<file path="src/rtl/seg7_scan_gen.sv">
// Scan/flash timing generator for a multiplexed 7-segment display, with double-buffered
// display data that is committed only when the digit scan wraps to 0.
module seg7_scan_gen #(
   parameter int unsigned SCAN_PERIOD  = 100000,
   parameter int unsigned DIGITS       = 8,
   parameter int unsigned FLASH_FRAMES = 125
) (
   input  logic        clk,
   input  logic        rst,
   input  logic        wr_en,
   input  logic [31:0] wr_hexs,
   input  logic [7:0]  wr_point,
   input  logic [7:0]  wr_les,
   output logic        busy,
   output logic [2:0]  Scan,
   output logic [31:0] Hexs,
   output logic [7:0]  point,
   output logic [7:0]  LES,
   output logic        flash,
   output logic        frame_tick
);

   localparam int unsigned PW = $clog2(SCAN_PERIOD);
   localparam int unsigned FW = (FLASH_FRAMES > 1) ? $clog2(FLASH_FRAMES) : 1;

   logic [PW-1:0] presc_q;
   logic [FW-1:0] frame_q;
   logic [31:0]   shadow_hexs_q;
   logic [7:0]    shadow_point_q;
   logic [7:0]    shadow_les_q;
   logic          scan_tick;
   logic          commit;

   assign scan_tick = (presc_q == PW'(SCAN_PERIOD - 1));
   assign commit    = scan_tick && (Scan == 3'(DIGITS - 1));

   always_ff @(posedge clk or posedge rst) begin
      if (rst) begin
         presc_q    <= '0;
         Scan       <= '0;
         frame_tick <= 1'b0;
      end else begin
         frame_tick <= commit;
         if (scan_tick) begin
            presc_q <= '0;
            Scan    <= (Scan == 3'(DIGITS - 1)) ? 3'd0 : Scan + 3'd1;
         end else begin
            presc_q <= presc_q + 1'b1;
         end
      end
   end

   always_ff @(posedge clk or posedge rst) begin
      if (rst) begin
         frame_q <= '0;
         flash   <= 1'b0;
      end else if (commit) begin
         if (frame_q == FW'(FLASH_FRAMES - 1)) begin
            frame_q <= '0;
            flash   <= ~flash;
         end else begin
            frame_q <= frame_q + 1'b1;
         end
      end
   end

   // A write on the commit edge still commits the previous shadow; the new data stays pending.
   always_ff @(posedge clk or posedge rst) begin
      if (rst) begin
         busy           <= 1'b0;
         shadow_hexs_q  <= '0;
         shadow_point_q <= '0;
         shadow_les_q   <= '0;
         Hexs           <= '0;
         point          <= '0;
         LES            <= '0;
      end else begin
         if (wr_en) begin
            busy           <= 1'b1;
            shadow_hexs_q  <= wr_hexs;
            shadow_point_q <= wr_point;
            shadow_les_q   <= wr_les;
         end else if (commit) begin
            busy <= 1'b0;
         end
         if (commit && busy) begin
            Hexs  <= shadow_hexs_q;
            point <= shadow_point_q;
            LES   <= shadow_les_q;
         end
      end
   end

endmodule

</file>
<file path="config.mk">
export PLATFORM = sky130hd
export DESIGN_NAME = seg7_scan_gen
export DESIGN_NICKNAME = d
export VERILOG_FILES = /design/src/rtl/seg7_scan_gen.sv
export SDC_FILE = /design/constraint.sdc
export NUM_CORES = 1
export LEC_CHECK = 0
export ABC_AREA = 1
export CORE_MARGIN = 2
export CORE_UTILIZATION = 50
export DETAILED_ROUTE_END_ITERATION = 8
export DONT_BUFFER_PORTS = 1
export PLACE_DENSITY = 0.71
export SYNTH_ARGS = -nofsm -noshare
export SYNTH_HDL_FRONTEND = slang
export SYNTH_SLANG_ARGS = --single-unit
</file>
<file path="constraint.sdc">
create_clock -name clk -period 4.35 [get_ports clk]
set_input_delay 0.87 -clock clk [delete_from_list [all_inputs] [get_ports clk]]
set_output_delay 0.87 -clock clk [all_outputs]
set_load 0.01 [all_outputs]
</file>
Word level (Yosys, flattened, before mapping):

Cells that the tools add are included.

* eq/ne operators: 3
* bitwise gates (word level): 1
* $add $sub $neg: 3
* reduce and logical (&&, ||, !) cells: 4
* muxes and demuxes: 5

Operators with widths (count)
* 17-bit by 1-bit adder with 17-bit output (second input constant): 1
* 17-bit == test (second input constant): 1
* 17-bit 2-to-1 mux: 1
* 7-bit by 1-bit adder with 7-bit output (second input constant): 1
* 7-bit == test (second input constant): 1
* 7-bit 2-to-1 mux: 1
* 3-bit by 1-bit adder with 3-bit output (second input constant): 1
* 3-bit == test (second input constant): 1
* 3-bit 2-to-1 mux: 1
* 1-bit logical AND: 2
* 1-bit 2-to-1 mux: 2
* 2-bit AND reduction: 1
* 2-bit nonzero test: 1
* 1-bit inverter: 1

* bits of input ports: 51
* bits in registers: 126
* word-level logic and storage cells: 28
* output and inout port bits: 54

Longest topological paths before layout:

* word-level depth: 4
* depth in mapped cells: 10
* depth with buffers taken out: 9

Worst setup path before layout:

Ideal clock, no wire load.

* kind: input-to-reg
* from: in wr_en
* to: reg shadow_hexs_q[22]
* data arrival time: 1.618 ns
* setup time: 0.066 ns
* setup slack: 2.667 ns
* stages: 5
* path buffers: 2
* required time: 4.284 ns
* cells stage by stage: inv_1 > clkbuf_1 > clkbuf_1 > nand2_1 > nand2_1

RTL lines
* from (decl): line 10 `input logic wr_en,`
* to (signal assigned): line 80 `shadow_hexs_q <= wr_hexs;`
* to (decl): line 28 `logic [31:0] shadow_hexs_q;`

Worst setup path after layout:

* from: reg Scan[0]
* to: reg Hexs[30]

* word-level cells in the longest chain between the ends: 3

RTL lines
* from (decl): line 15 `output logic [2:0] Scan,`
* from (signal assigned): line 46 `Scan <= (Scan == 3'(DIGITS - 1)) ? 3'd0 : Scan + 3'd1;`
* 3-bit == test: line 35 `assign commit = scan_tick && (Scan == 3'(DIGITS - 1));`
* 1-bit logical AND: line 35
* 1-bit logical AND: line 86 `if (commit && busy) begin`
* to (signal assigned): line 87 `Hexs <= shadow_hexs_q;`
* to (decl): line 16 `output logic [31:0] Hexs,`

No other way between the ends.
A chain may end at the register's enable or synchronous reset.

==> flow_summary.toml <==
[critical_path]
rr_worst_depth = 6
critPathArrivalTime_ps = 2870
critical_path.top_delay_family = "adder cells"
crit_fanout = 55
r2r_slack_ps = 1900
critPathBufInv = 1
criticalPathCategory = "flip-flop to flip-flop"
crit_path_max_incr_delay_ps = 920
cp-end-kind = "flip-flop"
r2r_end = "Hexs[30]"
critical_path.startpoint_type = "flip-flop"
cpMostUsedCell = "nand2_1"
cp_data_required_time_ps = 4770
cpMaxStageDelayCell = "ha_2"
reg2reg_from = "Scan[0]"
crit_chain = "ha_1, ha_2, nand4_1, buf_4, nand2_1, nand2_1"

[floorplanning]
start_util_pct = 50.89
chipHeight_um = 108.8
die_area_mm2 = 0.01184
floorplan.rows = 38
ios = 105
coreArea_mm2 = 0.01079
dieWidth_um = 108.8

[timing]
finalCritPeriodShare_pct = 56.30
setup_viol = 0
tightest_slew_ps = 1112
drv_slew = 0
fmax_ghz = 0.4083
period_minus_slack_ps = 2449
hold_viol_final = 0
setup_tns_ps = 0
maxSlewHeadroom_pct = 25.87
rsz0062_at_grt = "no"
skew_ps = 10.23
timing.final.ws_setup_ps = 1901

[power_and_ir_drop]
switching_share_pct = 21.04
switching_power_uw = 601.1
p_comb_share_pct = 2.5
leakagePower_nw = 3.283
seqPwrFrac_pct = 43.2
peakVddDrop_mv = 0.2787
powerDensity_mw_per_mm2 = 462.1
p_int_mw = 2.255
power_frac_clock_pct = 54.3

[global_routing]
grt_pass1_vias = 4136
gr-usage-all-layers_pct = 21.92
grt_pass1_wl_mm = 19.75
antenna_found_initial = 0
overflow = 0
grt_max_degree = 80

[final_layout]
multi_input_area_mm2 = 0.002014
area_growth_pct = 12.55
regArea_mm2 = 0.003154
fin_area_mm2 = 0.006182
layout-drive-gt1-share_pct = 7.645
final_nets = 697
n_antenna_cell = 0
nFillCells = 918

[detailed_routing]
vias = 4237
routed_wl_mm = 12.13
detail-route-antenna-nets = 0
drt_iter0_drc = 276
firstDrtPassIters = 5
avgViaCountPerCell = 5.336
wl_per_cell_um = 15.28
post-route-drc-count = 0

[synth]
netlist_instances = 651
yosys_warnings = 0
ys_types = 22
synth_top_area_share_pct = 57.40
ys_seq_area_share_pct = 57.40
synth_area_leaders = "dfrtp_1, nand2_1, nand4_1"
synth_top_area_cell = "dfrtp_1"
ys_ff_latch = 126
synth_area_per_cell_um2 = 8.437
syn_area_mm2 = 0.005493
syn_nets = 707

[min_path]
hp-class = "input port to async pin"

[run_status]
outcome = "completed"

[cts]
clock_sinks = 126
clockBufferDepth = 2
hold_buffers = 0
cts_made_buffers = 17
cts_resized = 0
insertion_delay_ps = 530
cts_setup_buffers = 0
clk_root_buffer_cell = "clkbuf_8"
cts.reportedPaths.clkPinSlew_ps = 60
cts.htree.levels = 4
cts_tree = "built"

[place]
dp_hpwl_mm = 7.812
dpl_cell_area_mm2 = 0.005530
place_congestion = 0.8704
pre_cts_ws_ps = 1926
numPortBuffers = 0

[flow_run]
cap_viol_max_count = 0
[flip-flops by register name, indices dropped and copies added, names as in the netlist]
register	flops
Hexs	32
LES	8
Scan	3
busy	1
flash	1
frame_q	7
frame_tick	1
point	8
presc_q	17
shadow_hexs_q	32
shadow_les_q	8
shadow_point_q	8
[power by group through the flow]
stage,clock [mW],combinational [mW],sequential (mW)
after floorplan,0,0.0623,1.25
after global placement,0,0.0723,1.25
after detailed placement,0,0.0755,1.25
after CTS,1.56,0.0753,1.23
after global routing,1.63,0.0870,1.24
final,1.55,0.0723,1.23
[layer usage]
layer | vias up | global-route usage, % | part of all wire, % | wire (um)
met5 | - | 0 | 0 | 0
met4 | 0 | 7.143 | 1.2 | 151
met3 | 16 | 8.906 | 7.8 | 945
met2 | 127 | 34.82 | 49 | 5914
met1 | 2042 | 27.49 | 42 | 5117
li1 | 2052 | - | - | -
[worst max path at each step]
stage / cells after the start / from / end
after floorplan: 1 / rst / Hexs[0]
after global placement: 5 / Scan[0] / busy
after detailed placement: 6 / Scan[0] / Hexs[19]
after CTS: 6 / Scan[0] / Hexs[30]
after global routing: 5 / Scan[0] / frame_q[0]
final: 6 / Scan[0] / Hexs[30]
[cell type report]
cell class | count | area share (%)
flip-flops and latches | 126 | 51.02
repair buffers | 5 | 0.6072
well taps | 140 | 2.833
clock buffers | 19 | 7.144
inverters | 39 | 2.408
multi-input cells | 452 | 32.58
clock inverters | 13 | 3.400
[cell usage in the layout, fill, tap and decap left out, types with 5 or more instances in the layout]
cell	n
clkbuf_16	16
nand3_1	12
nor2_1	36
buf_4	5
inv_2	7
nand2_1	306
nand4_1	56
inv_1	31
o21ai_0	6
xor2_1	9
nor3_1	8
bufinv_16	5
dfrtp_1	125
[logic make-up after synthesis]
group / synth area share, %
simple gates: 32.71
flops: 57.40
buf+inv: 5.968
compound gates: 1.184
xor+xnor: 1.595
fa+ha+maj: 1.139
[stage by stage]
stage	util, %	hold WS, ps	cells	total power [mW]
floorplan	-	432.9	651	1.311
global placement	51.24	444.6	762	1.324
detailed placement	51.24	459.0	762	1.329
CTS	57.28	440.5	794	2.871
global route	57.28	441.5	794	2.954
finish	57.28	407.7	794	2.857
[worst register-to-register path, stage by stage (launching register included)]
cell	delay, ps
dfrtp_1	450
ha_1	190
ha_2	920
nand4_1	200
buf_4	360
nand2_1	180
nand2_1	60
[Yosys cell counts]
library cell,instances
o21ai_0,6
clkbuf_1,19
nor2_1,36
o21bai_1,2
nand4_1,56
xnor2_1,1
nand3b_1,2
buf_6,6
nand3_1,12
inv_1,32
nor2_4,2
buf_1,2
nand2_1,306
xor2_1,9
dfrtp_1,126
nor3b_1,2
ha_1,5
a21oi_1,4
inv_2,7
nand3_2,1
nor3_1,8
buf_2,7
No activity file was read; power rests on OpenSTA's default activity.
